$ cat src/rtl/output_limiter_if.sv
// Sample-stream bundle between the mixer side and the output limiter.
// master drives samples and controls; slave is the limiter.
interface output_limiter_if;
    logic               sample_valid;
    logic signed [15:0] sample_in;
    logic        [14:0] threshold;
    logic               mute_req;
    logic signed [15:0] sample_out;
    logic               out_valid;
    logic               limit_active;
    logic        [15:0] gain;
    logic        [15:0] overshoot_count;

    modport master (
        output sample_valid, sample_in, threshold, mute_req,
        input  sample_out, out_valid, limit_active, gain, overshoot_count
    );

    modport slave (
        input  sample_valid, sample_in, threshold, mute_req,
        output sample_out, out_valid, limit_active, gain, overshoot_count
    );
endinterface

$ cat src/rtl/output_limiter.sv
// Peak limiter with attack/hold/release gain control and a two-stage sample pipeline.
// Optional macro LIMITER_SOFT_MUTE_EN replaces the hard mute with a ramped mute gain.
module output_limiter #(
    parameter int unsigned ATTACK_SHIFT = 3,
    parameter int unsigned RELEASE_STEP = 4,
    parameter int unsigned HOLD_SAMPLES = 480,
    parameter logic [15:0] GAIN_MIN     = 16'h0800,
    parameter int unsigned MUTE_STEP    = 64
) (
    input logic              clk,
    input logic              rst_n,
    output_limiter_if.slave  bus
);

    typedef enum logic [1:0] {
        ST_UNITY   = 2'd0,
        ST_ATTACK  = 2'd1,
        ST_HOLD    = 2'd2,
        ST_RELEASE = 2'd3
    } state_t;

    localparam logic [15:0] GAIN_UNITY = 16'h8000;
    localparam logic [15:0] HOLD_INIT  = 16'(HOLD_SAMPLES);
    localparam logic [16:0] REL_STEP17 = 17'(RELEASE_STEP);

    logic [1:0]         rst_sync_r;
    logic               run_s;
    logic [15:0]        g_s;
    logic signed [32:0] mul_a_s;
    logic signed [32:0] mul_b_s;
    logic signed [32:0] prod_r;
    logic               v1_r;
    logic               mute_zero_s;
    logic signed [17:0] shifted_s;
    logic signed [15:0] sat_s;
    logic signed [15:0] neg_s;
    logic        [14:0] mag_s;
    logic               overshoot_s;
    logic [15:0]        atk_s;
    logic [16:0]        rel_s;
    state_t             state_r;
    state_t             state_nx;
    logic [15:0]        gain_r;
    logic [15:0]        gain_nx;
    logic [15:0]        hold_r;
    logic [15:0]        hold_nx;
    logic [15:0]        cnt_r;
    logic [15:0]        cnt_nx;
    logic signed [15:0] sample_out_r;
    logic               out_valid_r;
    logic               limit_active_r;

    // Reset asserts at once but releases only after two clock edges
    always_ff @(posedge clk or negedge rst_n) begin
        if (!rst_n) begin
            rst_sync_r <= 2'b00;
        end else begin
            rst_sync_r <= {rst_sync_r[0], 1'b1};
        end
    end

    assign run_s = rst_sync_r[1];

`ifdef LIMITER_SOFT_MUTE_EN
    localparam logic [15:0] MUTE_STEP16 = 16'(MUTE_STEP);
    logic [15:0] mute_gain_r;

    // Mute gain ramps one step per accepted sample, saturating at 0 and unity
    always_ff @(posedge clk or negedge rst_n) begin
        if (!rst_n) begin
            mute_gain_r <= GAIN_UNITY;
        end else if (!run_s) begin
            mute_gain_r <= GAIN_UNITY;
        end else if (bus.sample_valid) begin
            if (bus.mute_req) begin
                mute_gain_r <= (mute_gain_r > MUTE_STEP16) ? (mute_gain_r - MUTE_STEP16) : 16'h0000;
            end else begin
                mute_gain_r <= (mute_gain_r < (GAIN_UNITY - MUTE_STEP16)) ?
                               (mute_gain_r + MUTE_STEP16) : GAIN_UNITY;
            end
        end
    end

    // Effective gain is the smaller of limiter gain and mute gain
    always_comb begin
        g_s = gain_r;
        if (mute_gain_r < gain_r) begin
            g_s = mute_gain_r;
        end else begin
            g_s = gain_r;
        end
    end

    assign mute_zero_s = 1'b0;
`else
    logic mute1_r;

    // Hard mute request travels with its sample through the pipeline
    always_ff @(posedge clk or negedge rst_n) begin
        if (!rst_n) begin
            mute1_r <= 1'b0;
        end else if (!run_s) begin
            mute1_r <= 1'b0;
        end else if (bus.sample_valid) begin
            mute1_r <= bus.mute_req;
        end
    end

    assign g_s         = gain_r;
    assign mute_zero_s = mute1_r;
`endif

    assign mul_a_s = 33'(bus.sample_in);
    assign mul_b_s = $signed({17'h00000, g_s});

    // Stage 1: multiply the accepted sample by the gain in force at acceptance
    always_ff @(posedge clk or negedge rst_n) begin
        if (!rst_n) begin
            prod_r <= 33'sd0;
            v1_r   <= 1'b0;
        end else if (!run_s) begin
            prod_r <= 33'sd0;
            v1_r   <= 1'b0;
        end else begin
            v1_r <= bus.sample_valid;
            if (bus.sample_valid) begin
                prod_r <= mul_a_s * mul_b_s;
            end
        end
    end

    // Stage 2 datapath: rescale, saturate and measure magnitude against threshold
    always_comb begin
        shifted_s = prod_r[32:15];
        if (shifted_s > 18'sd32767) begin
            sat_s = 16'sh7FFF;
        end else if (shifted_s < -18'sd32768) begin
            sat_s = 16'sh8000;
        end else begin
            sat_s = shifted_s[15:0];
        end
        neg_s = -sat_s;
        if (sat_s == 16'sh8000) begin
            mag_s = 15'h7FFF;
        end else if (sat_s[15]) begin
            mag_s = neg_s[14:0];
        end else begin
            mag_s = sat_s[14:0];
        end
        overshoot_s = (mag_s > bus.threshold);
    end

    assign atk_s = gain_r - (gain_r >> ATTACK_SHIFT);
    assign rel_s = {1'b0, gain_r} + REL_STEP17;

    // Gain state machine; advances only when a sample completes stage 2
    always_comb begin
        state_nx = state_r;
        gain_nx  = gain_r;
        hold_nx  = hold_r;
        cnt_nx   = cnt_r;
        if (v1_r) begin
            if (overshoot_s) begin
                state_nx = ST_ATTACK;
                gain_nx  = (atk_s < GAIN_MIN) ? GAIN_MIN : atk_s;
                hold_nx  = HOLD_INIT;
                cnt_nx   = (cnt_r == 16'hFFFF) ? 16'hFFFF : (cnt_r + 16'd1);
            end else begin
                case (state_r)
                    ST_UNITY: begin
                        gain_nx = GAIN_UNITY;
                    end
                    ST_ATTACK: begin
                        state_nx = ST_HOLD;
                    end
                    ST_HOLD: begin
                        if (hold_r <= 16'd1) begin
                            hold_nx  = 16'd0;
                            state_nx = ST_RELEASE;
                        end else begin
                            hold_nx = hold_r - 16'd1;
                        end
                    end
                    ST_RELEASE: begin
                        if (rel_s >= {1'b0, GAIN_UNITY}) begin
                            gain_nx  = GAIN_UNITY;
                            state_nx = ST_UNITY;
                        end else begin
                            gain_nx = rel_s[15:0];
                        end
                    end
                    default: begin
                        state_nx = ST_UNITY;
                        gain_nx  = GAIN_UNITY;
                        hold_nx  = 16'd0;
                    end
                endcase
            end
        end else begin
            state_nx = state_r;
        end
    end

    // Gain state and registered outputs
    always_ff @(posedge clk or negedge rst_n) begin
        if (!rst_n) begin
            state_r        <= ST_UNITY;
            gain_r         <= GAIN_UNITY;
            hold_r         <= 16'd0;
            cnt_r          <= 16'd0;
            sample_out_r   <= 16'sd0;
            out_valid_r    <= 1'b0;
            limit_active_r <= 1'b0;
        end else if (!run_s) begin
            state_r        <= ST_UNITY;
            gain_r         <= GAIN_UNITY;
            hold_r         <= 16'd0;
            cnt_r          <= 16'd0;
            sample_out_r   <= 16'sd0;
            out_valid_r    <= 1'b0;
            limit_active_r <= 1'b0;
        end else begin
            state_r        <= state_nx;
            gain_r         <= gain_nx;
            hold_r         <= hold_nx;
            cnt_r          <= cnt_nx;
            out_valid_r    <= v1_r;
            limit_active_r <= (state_nx != ST_UNITY);
            if (v1_r) begin
                sample_out_r <= mute_zero_s ? 16'sd0 : sat_s;
            end
        end
    end

    assign bus.sample_out      = sample_out_r;
    assign bus.out_valid       = out_valid_r;
    assign bus.limit_active    = limit_active_r;
    assign bus.gain            = gain_r;
    assign bus.overshoot_count = cnt_r;

endmodule
$ cat src/flat_wrapper.sv
// flat-port wrapper written by rule: the top's interface ports become plain ports
module output_limiter_flat 
#(
    parameter int unsigned ATTACK_SHIFT = 3,
    parameter int unsigned RELEASE_STEP = 4,
    parameter int unsigned HOLD_SAMPLES = 480,
    parameter logic [15:0] GAIN_MIN     = 16'h0800,
    parameter int unsigned MUTE_STEP    = 64
)
  (clk, rst_n, bus_sample_valid, bus_sample_in, bus_threshold, bus_mute_req, bus_sample_out, bus_out_valid, bus_limit_active, bus_gain, bus_overshoot_count);
  output_limiter_if bus_i ();
  input logic clk;
  input logic rst_n;
  input wire logic [$bits(bus_i.sample_valid)-1:0] bus_sample_valid;
  input wire logic [$bits(bus_i.sample_in)-1:0] bus_sample_in;
  input wire logic [$bits(bus_i.threshold)-1:0] bus_threshold;
  input wire logic [$bits(bus_i.mute_req)-1:0] bus_mute_req;
  output wire logic [$bits(bus_i.sample_out)-1:0] bus_sample_out;
  output wire logic [$bits(bus_i.out_valid)-1:0] bus_out_valid;
  output wire logic [$bits(bus_i.limit_active)-1:0] bus_limit_active;
  output wire logic [$bits(bus_i.gain)-1:0] bus_gain;
  output wire logic [$bits(bus_i.overshoot_count)-1:0] bus_overshoot_count;
  assign bus_i.sample_valid = bus_sample_valid;
  assign bus_i.sample_in = bus_sample_in;
  assign bus_i.threshold = bus_threshold;
  assign bus_i.mute_req = bus_mute_req;
  assign bus_sample_out = bus_i.sample_out;
  assign bus_out_valid = bus_i.out_valid;
  assign bus_limit_active = bus_i.limit_active;
  assign bus_gain = bus_i.gain;
  assign bus_overshoot_count = bus_i.overshoot_count;
  output_limiter #(.ATTACK_SHIFT(ATTACK_SHIFT), .RELEASE_STEP(RELEASE_STEP), .HOLD_SAMPLES(HOLD_SAMPLES), .GAIN_MIN(GAIN_MIN), .MUTE_STEP(MUTE_STEP)) u_core (.clk(clk), .rst_n(rst_n), .bus(bus_i));
endmodule
$ cat config.mk
export PLATFORM = sky130hd
export DESIGN_NAME = output_limiter_flat
export DESIGN_NICKNAME = d
export VERILOG_FILES = /design/src/rtl/output_limiter_if.sv /design/src/rtl/output_limiter.sv /design/src/flat_wrapper.sv
export SDC_FILE = /design/constraint.sdc
export NUM_CORES = 1
export LEC_CHECK = 0
export ABC_AREA = 1
export CORE_MARGIN = 3
export CORE_UTILIZATION = 63
export CTS_CLUSTER_SIZE = 20
export DETAILED_ROUTE_END_ITERATION = 7
export PLACE_DENSITY_LB_ADDON = 0.25
export SLEW_MARGIN = 5
export SYNTH_ARGS = -nofsm -noshare
export SYNTH_HDL_FRONTEND = slang
export SYNTH_SLANG_ARGS = --single-unit
$ cat constraint.sdc
create_clock -name clk -period 7.2 [get_ports clk]
set_clock_uncertainty 0.2 [all_clocks]
set_input_delay 2.16 -clock clk [delete_from_list [all_inputs] [get_ports clk]]
set_output_delay 2.16 -clock clk [all_outputs]
set_load 0.1 [all_outputs]
**Word-level counts from Yosys, hierarchy flattened**

Index checks and enable logic that the tools add are counted.

- Add/subtract/negate cells: 5
- $mul: 1
- Divide/modulo/power cells: 0
- Magnitude comparators: 6
- Equality and inequality tests: 10
- Shifts and indexed selects: 0
- Mux-type cells: 35
- Bitwise gates (word level): 0
- Reductions and logical operators: 5

Operator list:

| kind | count |
|---|---|
| two-way mux 16 bit | 19 |
| two-way mux 33 bit | 2 |
| multiplier 16 x 17 -> 33 bit | 1 |
| equality test 16 bit (second input constant) | 2 |
| case mux 16 bit (2 select lines) | 1 |
| two-way mux 15 bit | 2 |
| greater-than comparator 18 x 16 -> 1 bit (second input constant) | 1 |
| less-than comparator 18 x 16 -> 1 bit (second input constant) | 1 |
| adder 16 x 3 -> 17 bit (second input constant) | 1 |
| greater-or-equal comparator 17 x 16 -> 1 bit (second input constant) | 1 |
| adder 16 x 1 -> 16 bit (second input constant) | 1 |
| less-or-equal comparator 16 x 1 -> 1 bit (second input constant) | 1 |
| less-than comparator 16 x 12 -> 1 bit (second input constant) | 1 |
| subtractor 16 x 1 -> 16 bit (second input constant) | 1 |
| subtractor 16 x 13 -> 16 bit | 1 |
| greater-than comparator 15 bit | 1 |
| negator 15 bit | 1 |
| two-way mux 2 bit | 5 |
| inequality test 2 bit (second input constant) | 3 |
| case mux 2 bit (3 select lines) | 1 |
| AND reduction 2 bit | 3 |
| two-way mux 1 bit | 5 |
| equality test 2 bit (second input constant) | 2 |
| inequality test 4 bit (second input constant) | 1 |
| 4 further kinds | 4 |

- Register bits: 105
- Bits in latches: 0
- RAM bits: 0
- Memory bits (read-only): 0
- Output and inout port bits: 50
- Logic and storage cells: 73
- Memories kept: 0

**Longest topological paths before layout**

- Depth in word-level cells: 11
- Gate-level depth with buffers: 26
- Gate-level depth less buffers: 25

**Least setup slack after synthesis**

No wires, ideal clock.

- Kind: input to register
- Start point: in bus_sample_in[3]
- End point: reg u_core.prod_r[29]
- Library setup time: 0.127 ns
- Arrival time: 7.278 ns
- Path slack: -0.405 ns
- Cell stages on the path: 21
- Path buffers: 2
- Cells stage by stage: clkbuf_1 > clkbuf_1 > nand2_1 > fa_1 > fa_1 > fa_1 > inv_1 > fa_1 > fa_1 > inv_1 > fa_1 > inv_1 > ha_1 > nand2_1 > nor2_1 > inv_1 > or2_2 > o21ai_0 > nand3_1 > a21oi_1 > o22ai_1

- Cells in the longest elaborated chain, start to end: 3

RTL lines:

| element | RTL line | source |
|---|---|---|
| start: declaration | flat_wrapper.sv:15 | `input wire logic [$bits(bus_i.sample_in)-1:0] bus_sample_in;` |
| multiplier 16 x 17 -> 33 bit | output_limiter.sv:127 | `prod_r <= mul_a_s * mul_b_s;` |
| two-way mux 33 bit | output_limiter.sv:126 | `if (bus.sample_valid) begin` |
| two-way mux 33 bit | output_limiter.sv:121 | `end else if (!run_s) begin` |
| end signal: assignment | output_limiter.sv:127 |  |
| end: declaration | output_limiter.sv:31 | `logic signed [32:0] prod_r;` |

Every way passes these cells. The select of a mux whose other input is x is not followed.
A chain may end at the register's enable or synchronous reset.

**Final worst setup path**

- Start point: in bus_sample_in[9]
- End point: reg u_core.prod_r[32]

The elaborated chain is that of the path after synthesis.

==> results.md <==
- The biggest fanout along the worst timing path is 5.
- In this run the horizontal extent of the chip is 164 um.
- The cell with the biggest individual delay on the critical path is sky130_fd_sc_hd__fa_2.
- The initial antenna violation count is 1.
- The worst path in the final design needs a cycle of 7240 ps, including I/O delays and setup.
- The path class of the tightest hold or removal check is reg2reg.
- The maximum number of pins on one net before global-route repair is 54.
- The signal on the critical path passes through buf_6 -> buf_6 -> buf_4 -> nand2_1 -> fa_1 -> inv_1 -> fa_1 -> fa_2 -> fa_2 -> fa_1 -> inv_2 -> fa_2 -> inv_2 -> ha_4 -> a21o_1 -> o21bai_4 -> a21oi_2 -> nand2_2 -> nand3_2 -> nand3_1 -> nand3_1 -> nand2_1.
- The floorplan die area is 27000 sq um.
- The number of global-route vias before repair was 15300.
- The maximum number of buffers from clock root to sink is 2.
- The area of the core region is 24500 sq um.
- For this configuration, the core starts out at a cell density of 64.5%.
- The overall via count from detail_route is 15200.
- The total clock sinks is 90.
- The deepest level of the CTS H-tree is 3.
- The startpoint identified for the worst register-to-register timing path is u_core.bus.gain[7].
- The number of cells on the worst reg-to-reg path is 20.
- Together, buffers and inverters on the worst path number 6.
- The endpoint arrival time on the critical path is 7280 ps.
- The sequential cell area fraction in the yosys report is 14.3%.
- The number of distinct standard cells referenced by the synthesized netlist is 52.
- Yosys printed 0 warnings.
- The insertion delay to the later sink of the worst-skew pair is 350 ps.
- The root buffer cell is sky130_fd_sc_hd__clkbuf_16.
- The count of input and output buffers is 84.
- The clock buffer count from CTS is 9.
- The number of violations reported at the end of detailed-routing iteration 0 is 1433.
- The highest clock rate is 138 MHz.
- Synthesis handed over a netlist of 2241 instances.
- The critical path start-end classification is in2reg.
- The endpoint of the worst register-to-register path is u_core.prod_r[32].
- The flow ran to the end, but the final reports show violations.
- The number of antenna-violating nets in the routed design is 0.
- STA classifies the critical path startpoint as an input port.
- After detailed routing, the number of remaining DRC violations is 0.
- The final cycle utilization of the critical path is 101%.
- 0 antenna diodes ended up in the layout.
- The number of vias per cell is 5.62.
- The die height is 164 um.
- TritonCTS built the clock tree.
- The area of the mapped netlist is 15800 sq um.
- The congestion estimate from routability-driven global placement came to 0.954.
- The max-cap violation count is 0.
- The number of stages on the worst hold path is 0.
- Setup repair after global routing could not meet its margin everywhere.
- Setup violations remaining at the end of the flow were counted as 5.
- The headroom to the max-slew limit is 28.9%.
- Setup slack on the critical path of the routed design comes to -44.6 ps.
- The quantity of hold-fixing buffers added after cts is 0.
- The number of detailed-routing iterations run before antenna repair is 6.
- The setup TNS after final layout is -168 ps.
- The capture endpoint of the worst hold path is u_core.rst_sync_r[1].
- The slack of the worst reg-to-reg path is 910 ps.
- For this run, the slowest stage of the critical path takes 600 ps.
- After synthesis the netlist holds a flip-flop and latch count of 90.
- The average routed wire per standard cell is 17.5 um.
- The routed wire length is 47.5 mm.
- The dominant delay contributor by cell family on the critical path is adder cells.
- After clock tree synthesis, the clock-pin slew on the worst setup and hold paths is 70 ps.
- Each instance of the synthesized netlist takes up on average 7.04 sq um.
- The hold path startpoint is u_core.rst_sync_r[0].
- The first global-routing pass estimated 74.8 mm of wire.
- The tightest hold path in the finished design has a slack of 148 ps.
- The checks that failed: setup timing.
- The start point of the critical path is bus_sample_in[9].
- Global routing finished with a remaining overflow of 0.
- The final number of max-transition violations is 0.
- Row generation in the floorplan step produced 57 rows.
- The final-stage net count is 2762.
- The growth of design area from synthesis to finish is 21.0%.
- Detailed placement ended at an HPWL of 34.4 mm.
- The number of hold-slack violations in the final timing report is 0.
- The kind of end point of the critical path is a register.
- In this run the count of I/O pins placed on the die edge is 85.
- In the final layout, the share of cells above drive strength 1 is 17.2%.
- The number of nets in the synthesized netlist is 2622.
- The required time of the critical path is 7240 ps.
- At the pin with the least slew margin, the transition time is 1070 ps.
- The total global-route track usage is 34.7%.
-- state kept, by name, indices dropped and copies added (netlist names) --
name	flops
u_core.prod_r	18
u_core.bus.gain	16
u_core.bus.overshoot_count	16
u_core.bus.sample_out	16
u_core.hold_r	16
u_core.rst_sync_r	2
u_core.state_r	2
u_core.bus.limit_active	1
u_core.bus.out_valid	1
u_core.mute1_r	1
u_core.v1_r	1
-- area by class of cell --
type / count / area, sq um
sequential: 90 / 2250
clock inverter: 5 / 62.6
fill: 1651 / 5380
multi-input combinational: 1526 / 12100
clock buffer: 11 / 243
inverter: 540 / 2040
tap: 324 / 405
timing repair buffer: 214 / 2030
-- layout by cell type, fill, tap and decap left out, types with 5 or more instances in the layout --
master | netlist | routed
sky130_fd_sc_hd__o21ai_2 | 4 | 12
sky130_fd_sc_hd__ha_4 | 0 | 17
sky130_fd_sc_hd__fa_1 | 194 | 174
sky130_fd_sc_hd__nand3_2 | 3 | 8
sky130_fd_sc_hd__nand4_1 | 9 | 9
sky130_fd_sc_hd__xor2_1 | 38 | 38
sky130_fd_sc_hd__nor2_4 | 1 | 12
sky130_fd_sc_hd__inv_2 | 6 | 56
sky130_fd_sc_hd__a21oi_2 | 1 | 17
sky130_fd_sc_hd__nor2_2 | 5 | 10
sky130_fd_sc_hd__clkbuf_16 | 0 | 9
sky130_fd_sc_hd__inv_1 | 531 | 479
sky130_fd_sc_hd__nand2_4 | 1 | 20
sky130_fd_sc_hd__a21o_1 | 8 | 8
sky130_fd_sc_hd__clkdlybuf4s50_1 | 0 | 68
sky130_fd_sc_hd__o21ai_0 | 82 | 64
sky130_fd_sc_hd__buf_4 | 5 | 99
sky130_fd_sc_hd__o22ai_1 | 13 | 13
sky130_fd_sc_hd__nor3_1 | 29 | 25
sky130_fd_sc_hd__dfrtp_1 | 89 | 89
sky130_fd_sc_hd__nand2_2 | 5 | 40
sky130_fd_sc_hd__nand2_1 | 629 | 574
sky130_fd_sc_hd__buf_12 | 0 | 7
sky130_fd_sc_hd__nor3_2 | 2 | 5
sky130_fd_sc_hd__a21oi_4 | 1 | 7
sky130_fd_sc_hd__nor2_1 | 135 | 119
sky130_fd_sc_hd__clkbuf_2 | 1 | 6
sky130_fd_sc_hd__buf_6 | 1 | 26
sky130_fd_sc_hd__o21ai_1 | 9 | 16
sky130_fd_sc_hd__nand3_1 | 88 | 83
sky130_fd_sc_hd__o21bai_1 | 8 | 7
sky130_fd_sc_hd__ha_1 | 152 | 133
sky130_fd_sc_hd__a21oi_1 | 73 | 51
sky130_fd_sc_hd__fa_2 | 0 | 20
-- synth_stat cells, drive strengths merged --
cell type | number | area share [%]
a21boi | 2 | 0.095
a21o | 8 | 0.38
a21oi | 75 | 2.5
a31oi | 7 | 0.28
a32o | 1 | 0.063
and3 | 1 | 0.040
buf | 30 | 0.98
clkbuf | 55 | 1.3
clkinv | 1 | 0.024
conb | 1 | 0.024
dfrtp | 89 | 14
dfstp | 1 | 0.17
fa | 194 | 25
ha | 152 | 12
inv | 539 | 13
nand2 | 635 | 15
nand3 | 91 | 3.0
nand3b | 3 | 0.14
nand4 | 10 | 0.44
nor2 | 141 | 3.5
nor3 | 32 | 1.2
nor4 | 4 | 0.16
o2111ai | 1 | 0.056
o211ai | 2 | 0.095
o21a | 2 | 0.095
o21ai | 96 | 3.2
o21bai | 8 | 0.38
o221ai | 1 | 0.056
o22ai | 13 | 0.52
o31ai | 2 | 0.095
or2 | 3 | 0.12
xnor2 | 3 | 0.17
xor2 | 38 | 2.1
-- per-stage QoR --
step	util (%)	instances	worst slack [ps]	cell area [sq um]
4_1_cts	76.0	2701	-7.99	18600
6_report	78.0	2710	-44.6	19100
3_5_place_dp	72.0	2662	-934	17600
5_1_grt	78.0	2710	-173	19100
3_3_place_gp	72.0	2662	-865	17600
2_1_floorplan	-	2241	-2.43	16100
-- per-layer routing --
layer | GRT usage (%) | vias up | wire, um
met5 | 0 | - | 13
met2 | 57.8 | 749 | 23200
met3 | 5.32 | 187 | 4050
met4 | 13.8 | 2 | 2000
li1 | - | 6983 | -
met1 | 45.7 | 7315 | 18200
-- timing repair --
action                     CTS  global route
setup buffers               18            10
pin swaps                   90           116
cloned                       5             0
setup endpoints to repair   18            18
resized for setup          180           175
-- cell families after synthesis --
group                      share of synthesized area, %
AOI/OAI and AO/OA                                  7.80
xor gates and xnor gates                           2.28
adders and majority gates                          36.7
buffers and inverters                              15.2
DFF                                                14.3
other                                            0.0238
and+or+nand+nor                                    23.8
-- worst max-delay path by stage --
stage	endpoint	slack [ps]	cells past startpoint
floorplan	u_core.prod_r[29]	-2	23
global placement	u_core.prod_r[26]	-860	20
detailed placement	u_core.prod_r[26]	-930	20
CTS	u_core.prod_r[26]	-8	25
global route	u_core.prod_r[25]	-170	26
finish	u_core.prod_r[32]	-40	22
Power is not shown: default switching activity piles up to over one toggle a cycle in this logic, so the estimate is an artifact.
